File: src/rtl/vo_stream_packer.sv
// Video pixel stream packer: groups PACK pixels into one word and queues
// words with frame/line markers in a small output FIFO.
module vo_stream_packer #(
  parameter int PIX_W      = 8,
  parameter int PACK       = 4,
  parameter int FIFO_DEPTH = 4
) (
  input  logic                    clk,
  input  logic                    rstn,
  input  logic                    vsync_i,
  input  logic                    de_i,
  input  logic [PIX_W-1:0]        pix_i,
  input  logic                    mode_i,
  input  logic [15:0]             exp_width_i,
  output logic [PACK*PIX_W-1:0]   word_o,
  output logic                    word_valid_o,
  input  logic                    word_ready_i,
  output logic                    word_sof_o,
  output logic                    word_eol_o,
  output logic [15:0]             frame_cnt_o,
  output logic [15:0]             line_cnt_o,
  output logic                    err_len_o,
  output logic                    overflow_o
);

  localparam int W  = PACK * PIX_W;
  localparam int LW = $clog2(PACK);
  localparam int AW = $clog2(FIFO_DEPTH);
  localparam logic [LW-1:0] LAST_C = LW'(PACK - 1);
  localparam logic [AW:0]   FULL_C = (AW + 1)'(FIFO_DEPTH);

  logic            vsync_q;
  logic            de_q;
  logic [LW-1:0]   lane;
  logic [W-1:0]    acc;
  logic [15:0]     pix_cnt;
  logic            sof_pend;
  logic            stg_vld;
  logic            stg_feol;
  logic [W-1:0]    stg_word;

  logic [W+1:0]    mem [FIFO_DEPTH];
  logic [AW-1:0]   wr_ptr;
  logic [AW-1:0]   rd_ptr;
  logic [AW:0]     cnt;

  logic            vs_rise;
  logic            line_end;
  logic            lane_last;
  logic [PIX_W-1:0] pix_m;
  logic [W-1:0]    acc_nxt;
  logic            full;
  logic            pop;
  logic            wr_en;
  logic            drop;
  logic [W+1:0]    head;

  assign vs_rise   = vsync_i & ~vsync_q;
  assign line_end  = ~de_i & de_q;
  assign lane_last = (lane == LAST_C);
  assign pix_m     = mode_i ? {PIX_W{|pix_i}} : pix_i;
  assign acc_nxt   = acc | ({{(W-PIX_W){1'b0}}, pix_m} << (lane * PIX_W));

  assign full  = (cnt == FULL_C);
  assign pop   = word_valid_o & word_ready_i;
  assign wr_en = stg_vld & (~full | pop);
  assign drop  = stg_vld & full & ~pop;
  assign head  = mem[rd_ptr];

  assign word_valid_o = (cnt != '0);
  assign word_o       = word_valid_o ? head[W-1:0] : '0;
  assign word_eol_o   = word_valid_o & head[W];
  assign word_sof_o   = word_valid_o & head[W+1];

  always_ff @(posedge clk or negedge rstn) begin
    if (!rstn) begin
      vsync_q     <= 1'b0;
      de_q        <= 1'b0;
      lane        <= '0;
      acc         <= '0;
      pix_cnt     <= '0;
      sof_pend    <= 1'b0;
      stg_vld     <= 1'b0;
      stg_feol    <= 1'b0;
      stg_word    <= '0;
      frame_cnt_o <= '0;
      line_cnt_o  <= '0;
      err_len_o   <= 1'b0;
    end else begin
      vsync_q  <= vsync_i;
      de_q     <= de_i;
      stg_vld  <= 1'b0;
      stg_feol <= 1'b0;
      // the stage word drains every cycle, so a frame start never blocks it
      sof_pend <= vs_rise | (sof_pend & ~stg_vld);
      if (vs_rise) begin
        frame_cnt_o <= frame_cnt_o + 16'd1;
        line_cnt_o  <= '0;
        pix_cnt     <= '0;
        lane        <= '0;
        acc         <= '0;
        err_len_o   <= 1'b0;
      end else if (de_i) begin
        if (pix_cnt != 16'hFFFF)
          pix_cnt <= pix_cnt + 16'd1;
        if (lane_last) begin
          stg_vld  <= 1'b1;
          stg_word <= acc_nxt;
          acc      <= '0;
          lane     <= '0;
        end else begin
          acc  <= acc_nxt;
          lane <= lane + 1'b1;
        end
      end else if (line_end) begin
        line_cnt_o <= line_cnt_o + 16'd1;
        pix_cnt    <= '0;
        if (pix_cnt != exp_width_i)
          err_len_o <= 1'b1;
        if (lane != '0) begin
          stg_vld  <= 1'b1;
          stg_word <= acc;
          stg_feol <= 1'b1;
        end
        lane <= '0;
        acc  <= '0;
      end
    end
  end

  always_ff @(posedge clk or negedge rstn) begin
    if (!rstn) begin
      for (int i = 0; i < FIFO_DEPTH; i++)
        mem[i] <= '0;
      wr_ptr     <= '0;
      rd_ptr     <= '0;
      cnt        <= '0;
      overflow_o <= 1'b0;
    end else begin
      if (wr_en) begin
        mem[wr_ptr] <= {sof_pend, stg_feol | ~de_i, stg_word};
        wr_ptr      <= wr_ptr + 1'b1;
      end
      if (pop)
        rd_ptr <= rd_ptr + 1'b1;
      unique case (1'b1)
        wr_en & ~pop: cnt <= cnt + 1'b1;
        pop & ~wr_en: cnt <= cnt - 1'b1;
        default:      cnt <= cnt;
      endcase
      if (vs_rise)
        overflow_o <= 1'b0;
      if (drop)
        overflow_o <= 1'b1;
    end
  end

endmodule

File: config.mk
export PLATFORM = sky130hd
export DESIGN_NAME = vo_stream_packer
export DESIGN_NICKNAME = d
export VERILOG_FILES = /design/src/rtl/vo_stream_packer.sv
export SDC_FILE = /design/constraint.sdc
export NUM_CORES = 1
export LEC_CHECK = 0
export CORE_MARGIN = 2
export CORE_UTILIZATION = 45
export DETAILED_ROUTE_END_ITERATION = 10
export PLACE_DENSITY = 0.68
export SLEW_MARGIN = 10
export SYNTH_ARGS = -nofsm -noshare
export SYNTH_HDL_FRONTEND = slang
export SYNTH_SLANG_ARGS = --single-unit
File: constraint.sdc
create_clock -name clk -period 4.05 [get_ports clk]
set_input_delay 0.81 -clock clk [delete_from_list [all_inputs] [get_ports clk]]
set_output_delay 0.81 -clock clk [all_outputs]
set_load 0.01 [all_outputs]
== Yosys cells after proc, flatten, opt, wreduce, memory -nomap -nowiden ==
Cells that the tools add are included.
Storage, ports and cells
  latch bits: 0
  output and inout bits: 69
  ROM bits: 0
  RAM bits: 0
  word-level logic and storage cells: 119
  flip-flop bits (word level): 264
  memories: 0
  input bits: 30
Cells by class
  muxes and demuxes: 41
  reductions and logical operators: 15
  add/sub/neg operators: 8
  $mul: 0
  equal/unequal tests: 7
  bitwise gates (word level): 24
  $lt $le $gt $ge: 3
  div/mod/pow operators: 0
  shift operators: 1
Operator list (number)
  $mux W32: 9
  $bwmux W136: 1
  $mux W16: 7
  $mux W34: 3
  $bmux W34 S2: 1
  $demux W34 S2: 1
  $add A16 B1 Y16 const B: 3
  $or A32 B32 Y32: 1
  $shl A8 B5 Y32: 1
  $ne A16 B16 Y1: 1
  $ne A16 B16 Y1 const B: 1
  $reduce_bool A2 Y1: 7
  $mux W1: 13
  $and A1 B1 Y1: 11
  $mux W2: 4
  $mux W8: 1
  $reduce_or A8 Y1: 1
  $not A1 Y1: 7
  $add A2 B1 Y2 const B: 3
  $ge A3 B3 Y1 const B: 2
  $not A2 Y3: 2
  $pmux W3 S2: 1
  $reduce_bool A3 Y1: 2
  $ne A2 B1 Y1 const B: 2
  11 further kinds: 14

== Logic depth before layout (Yosys ltp) ==
Gate-level depths: netlist (run 1).
  depth after elaboration: 7
  depth in mapped cells: 10
  mapped depth without buffers: 9

== Worst setup path after synthesis (run 1) ==
No wires, ideal clock.
  path type: input -> register
  start: input port word_ready_i
  end: register cnt[2]
  setup time: 0.079 ns
  data required time: 3.971 ns
  buffers on the path: 1
  setup slack: 1.604 ns
  arrival time: 2.366 ns
  cell stages on the path: 10
  cells stage by stage: nor4b_1 -> nor2b_1 -> buf_2 -> inv_1 -> ha_1 -> inv_1 -> fa_1 -> xor2_1 -> nor2_1 -> xor2_1
On the way
  cells in the longest elaborated chain, start to end: 6
  elaborated cells on any way between the ends: 9
  classes of those cells: mux (1); bitwise (7); reduce/logical (1)
Ends and longest elaborated chain
  start, declared: line 17  | input logic word_ready_i,
  $and A1 B1 Y1 *: line 65  | assign pop = word_valid_o & word_ready_i;
  $or A1 B1 Y1: line 66  | assign wr_en = stg_vld & (~full | pop);
  $and A1 B1 Y1: line 66
  $not A1 Y1: line 148  | pop & ~wr_en: cnt <= cnt - 1'b1;
  $and A1 B1 Y1: line 148
  $pmux W3 S2 / $reduce_bool A2 Y1 (equally long branches)
  end signal, assigned: line 147  | wr_en & ~pop: cnt <= cnt + 1'b1;
  end signal, assigned: line 148
  end signal, assigned: line 149  | default: cnt <= cnt;
  end, declared: line 45  | logic [AW:0] cnt;
Every way passes the cells marked *; elsewhere a longest branch is shown, timed or not.
A chain may end at the register's enable or synchronous reset.

== Worst setup path in the final report (run 1) ==
  start: register rd_ptr[0]
  end: output port word_o[28]
On the way
  cells in the longest elaborated chain, start to end: 5
Ends and longest elaborated chain
  start, declared: line 44  | logic [AW-1:0] rd_ptr;
  start signal, assigned: line 145  | rd_ptr <= rd_ptr + 1'b1;
  $not A2 Y3 (not written as such): line 68  | assign head = mem[rd_ptr];
  $bmux W34 S2: line 68
  $mux W34 (not written as such) (2 in series): line 68
  $mux W32: line 71  | assign word_o = word_valid_o ? head[W-1:0] : '0;
  end, declared: line 15  | output logic [PACK*PIX_W-1:0] word_o,
No other way between the ends. The select of a mux whose other input is x is not followed.

==> results of run 1 <==
[layout make-up]
class                           instances  area [µm²]  share of cell area
Sequential cell                       264        6610               0.466
Clock inverter                          8        87.6             0.00618
Timing Repair Buffer                  116        1170              0.0826
Tap cell                              335         419              0.0296
Inverter                               12        46.3             0.00327
Clock buffer                           42         865              0.0610
Multi-Input combinational cell        635        4980               0.351
[metrics by stage]
stage	total power, mW	cells	instance area [µm²]	hold WS [ns]
after floorplan	6.13	962	11900	0.445
after global placement	7.39	1362	13200	0.458
after detailed placement	7.50	1362	13200	0.466
after CTS	10.1	1412	14200	0.289
after global routing	10.6	1412	14200	0.318
final	9.99	1412	14200	0.266
[cells by family after synthesis]
family	share of synthesized area
adder cells (fa/ha/maj)	0.0122
AND/OR/NAND/NOR	0.105
flip-flops	0.556
buffers and inverters	0.0257
multiplexers	0.187
AO/OA/AOI/OAI	0.0669
XOR/XNOR	0.0472
[where the power goes]
group	switching (mW)	leakage (nW)	total [mW]	internal (mW)
Clock	1.04	0.475	2.58	1.54
Combinational	1.23	2.42	3.23	2.01
Sequential	0.640	3.35	4.18	3.54
Total	2.91	6.24	9.99	7.09
[metal layers]
layer	vias to the layer above	share of wire	GRT usage
li1	3581	-	-
met1	3772	0.47	0.263
met2	147	0.46	0.296
met3	26	0.048	0.0333
met4	0	0.015	0.0304
met5	-	0	0
[synth_stat cells (5+ instances only)]
cell type,instances,area share
mux2_2,120,0.11
a21oi_1,102,0.043
nand2_1,39,0.012
nand4_1,9,0.0047
buf_1,8,0.0025
o21a_1,8,0.0051
dfrtp_1,264,0.56
nor2_1,100,0.032
nand3_1,14,0.0059
and2_1,38,0.020
nor4_1,8,0.0042
and4_1,5,0.0037
xor2_1,40,0.029
clkbuf_1,17,0.0054
ha_1,10,0.011
o21ai_0,15,0.0063
inv_1,11,0.0035
buf_2,21,0.0088
mux2_1,8,0.0076
and3_1,10,0.0053
mux4_2,34,0.064
xnor2_1,24,0.018
nor3_1,13,0.0055
[worst paths after layout]
path,from,depth (start not counted),slack [ns],to
setup reg to reg,cnt[0]$_DFFE_PN0P_,8,1.41,cnt[2]$_DFFE_PN0P_
setup / recovery,rd_ptr[0]$_DFFE_PN0P_,4,0.50,word_o[28]
min in group clk,frame_cnt_o[15]$_DFFE_PN0P_,1,0.47,frame_cnt_o[15]$_DFFE_PN0P_
hold / removal,rstn,1,0.27,cnt[1]$_DFFE_PN0P_
hold reg to reg,frame_cnt_o[15]$_DFFE_PN0P_,1,0.47,frame_cnt_o[15]$_DFFE_PN0P_
max in group asynchronous,rstn,2,2.82,line_cnt_o[2]$_DFFE_PN0P_
[worst reg2reg max path, delay by kind of cell (launching register included)]
family	cells	cell delay, ns
simple gates	3	1.22
buf+inv	1	0.06
fa+ha+maj	2	0.58
xor+xnor	2	0.31
flops	1	0.40
[registers in the layout, indices dropped and copies added, names as in the netlist, 3 cells and up]
name / cells
acc: 32
cnt: 3
frame_cnt_o: 16
line_cnt_o: 16
mem: 136
pix_cnt: 16
stg_word: 32
==> results.cfg, run 1 <==
[worst_setup_path]
crit_buf_inv = 2
crit_arrival_ns = 2.74
crit_chain = buf_4 -> mux4_2 -> and2_1 -> clkdlybuf4s50_1
worstSetupEndpointType = primary output
required_ns = 3.24
criticalPathCategory = reg2out
crit_slowest_cell = dfrtp_2
crit_family = buffers and inverters
cp-start-kind = flop
slowest_delay_ns = 0.68
critPathMaxFanout = 13

[finish]
fin_util = 0.546
drive_gt1_frac = 0.220
final_cell_mix = dfrtp_1 (263), mux2_2 (120), a21oi_1 (102), nor2_1 (100), clkdlybuf4s50_1 (97)
syn_to_final_growth_pct = 19.3
nNetsFinal = 1099
antenna_cells = 0
final_common_cell = dfrtp_1
fillCellCount = 2245

[detailed_routing]
viasPerCell = 5.33
vias = 7526
drt-total-wl_um = 24600
first_pass_iters = 4
routedWlPerCell_um = 17.4
dr.first_iter.drc_count = 414
final_antenna_net_count = 0
drc_errors = 0

[yosys]
async_reset_ff_frac = 1.00
synth-seq-area-share = 0.556
syn_avg_cell_area_um2 = 12.4
synth_area_mm2 = 0.0119
ys_seq_elements = 264
ys_types = 52
synth_warnings = 0
synth_nets = 1003
synthFlopType = dfrtp_1
syn_inst = 962
synth_enable_flop_cells = 0

[global_routing]
antenna_found_initial = 0
grt_max_degree = 93
grt_overflow_total = 0
grt_first_pass_wirelength_um = 41800
grt_pass1_vias = 7719
grt_usage = 0.182

[power_and_ir_drop]
p_leak_nw = 6.24
vdd_drop_max_v = 0.000477
power.density_mw_per_mm2 = 705

[placement]
portBuffers = 98
gp_congestion = 0.808
dp_hpwl_um = 15800
post-place-ws_ns = 0.916

[clocking]
cts.sinks = 264
hold_buffers = 0
cts_root_buf = clkbuf_16
post-cts-setup-buffers = 0
cts_resized = 0
cts_buffer_depth = 3
tritoncts = yes
worst_skew_pair.late_latency_ns = 0.55
path_clk_slew_ns = 0.06
htreeDepth = 1
cts_buffers = 29

[flow_run]
max-cap-violations = 0

[timing]
clock_skew_ns = 0.0186
min_period_over_period = 0.876
final.min_clock_period_ns = 3.55
maxSlewViolCount = 0
finalHoldViolCount = 0
fin_ws_ns = 0.502
fmax_mhz = 282
tightest_slew_ns = 0.939
slew_headroom = 0.374
tns_ns = 0
rsz0062_at_grt = false
finalSetupViolations = 0

[worst_hold_path]
min_path_type = in2async

[die]
boundaryPins = 99
die_height_um = 167
die-area_mm2 = 0.0277
die_w_um = 167
fp-row-count = 59
core-area_mm2 = 0.0260
start_util = 0.457

[status]
status = complete, no violations
No activity file was read; power rests on OpenSTA's default activity.
==> run 2, diff against run 1 <==
Settings changed: CTS_BUF_LIST from default to sky130_fd_sc_hd__clkbuf_2 sky130_fd_sc_hd__clkbuf_4 sky130_fd_sc_hd__clkbuf_8, MAX_ROUTING_LAYER from default to met4.
==> run 2 against run 1 <==
Final area barely moved. Utilization barely moved. Sequential cell count did not move. Maximum frequency fell by 0.21%. Sequential power barely moved. Routed wire length rose by 0.95%. First-iteration DRC count fell by 2.7%. Global-route usage rose by 0.86 points. Largest cell class unchanged.
==> results.cfg, run 2 (synthesized netlist as in run 1, its figures left out) <==
[status]
status = complete, no violations

[die]
die-area_mm2 = 0.0277
die_height_um = 167
start_util = 0.457
fp-row-count = 59
die_w_um = 167
boundaryPins = 99
core-area_mm2 = 0.0260

[timing]
maxSlewViolCount = 0
hold_ws_ns = 0.258
finalSetupViolations = 0
fmax_mhz = 281
tns_ns = 0
rsz0062_at_grt = false
final.min_clock_period_ns = 3.56
tightest_slew_ns = 0.921
fin_ws_ns = 0.494
clock_skew_ns = 0.0315
min_period_over_period = 0.878
finalHoldViolCount = 0
slew_headroom = 0.386

[finish]
fin_area_mm2 = 0.0142
largest_register_ff_count = 136
nNetsFinal = 1114
drive_gt1_frac = 0.244
antenna_cells = 0
final_cells = 1441
final_cell_mix = dfrtp_1 (263), mux2_2 (120), a21oi_1 (102), nor2_1 (100), clkdlybuf4s50_1 (97)
fin_util = 0.545
syn_to_final_growth_pct = 19.2
fillCellCount = 2263
top_register = mem
top_regs = mem: 136 flops, acc: 32 flops, stg_word: 32 flops
final_common_cell = dfrtp_1

[placement]
post-place-cells = 1362
gp_congestion = 0.820
dpl-instance-area_mm2 = 0.0132
portBuffers = 98
dp_hpwl_um = 15800
post-place-ws_ns = 0.916

[worst_setup_path]
worstRegToRegCells = 8
r2r-start = cnt[0]$_DFFE_PN0P_
crit_arrival_ns = 2.75
critPathMaxFanout = 13
rrSetupSlack_ns = 1.42
cp-start-kind = flop
worstSetupEndpointType = primary output
required_ns = 3.24
criticalPathCategory = reg2out
crit_start = rd_ptr[0]$_DFFE_PN0P_
r2r-end = cnt[2]$_DFFE_PN0P_

[global_routing]
grt_usage = 0.191
grt_overflow_total = 0
grt_pass1_vias = 7917
antenna_found_initial = 0
grt_max_degree = 93
grt_first_pass_wirelength_um = 42200

[power_and_ir_drop]
p_leak_nw = 6.27
power_mw = 9.89
power.density_mw_per_mm2 = 698
vdd_drop_max_v = 0.000430

[worst_hold_path]
min_path_type = in2async

[detailed_routing]
drc_errors = 0
vias = 7643
final_antenna_net_count = 0
dr.first_iter.drc_count = 403
drt-total-wl_um = 24900
routedWlPerCell_um = 17.2
first_pass_iters = 5
viasPerCell = 5.30

[clocking]
cts_resized = 0
cts_buffers = 44
tritoncts = yes
post-cts-setup-buffers = 0
path_clk_slew_ns = 0.07
cts_buffer_depth = 3
hold_buffers = 0
cts_root_buf = clkbuf_8
htreeDepth = 2
cts.sinks = 264
worst_skew_pair.late_latency_ns = 0.57

[flow_run]
max-cap-violations = 0
[run 2: area by class of cell]
cell class | count | area (µm²) | share of cell area
sequential | 264 | 6610 | 0.466
inverter | 12 | 46.3 | 0.00327
clock inverter | 11 | 92.6 | 0.00653
multi-input combinational | 635 | 4980 | 0.351
tap | 335 | 419 | 0.0296
timing repair buffer | 116 | 1170 | 0.0826
clock buffer | 68 | 855 | 0.0603
[run 2: worst max path at each step]
stage / to
6_report: word_o[28]
5_1_grt: word_o[28]
4_1_cts: word_o[28]
3_5_place_dp: stg_word[10]$_DFFE_PN0P_
3_3_place_gp: mem[80]$_DFFE_PN0P_
2_1_floorplan: cnt[2]$_DFFE_PN0P_
[run 2: per-layer routing]
layer  vias to the layer above  global-route usage  routed length (µm)
met5                         -                   -                   0
met4                         0              0.0465                 341
met3                        31              0.0328                1170
met2                       172               0.293               11400
met1                      3818               0.268               12000
li1                       3622                   -                   -
[run 2: power by group]
| group | leakage, nW | switching [mW] | total, mW | internal (mW) |
|---|---|---|---|---|
| registers | 3.35 | 0.637 | 4.17 | 3.54 |
| logic | 2.42 | 1.22 | 3.23 | 2.01 |
| clock network | 0.507 | 1.07 | 2.49 | 1.42 |
| total | 6.27 | 2.93 | 9.89 | 6.96 |
[run 2: worst max-delay path: stages, from the launching register on]
cell and delay, ns:
dfrtp_2 0.68, buf_4 0.32, mux4_2 0.53, and2_1 0.17, clkdlybuf4s50_1 0.47
==> run 3, diff against run 2 <==
Settings changed: SETUP_SLACK_MARGIN from default to 0.1.
==> results of run 3 <==
No change in the layout: final DEF, timing and power equal those of run 2.
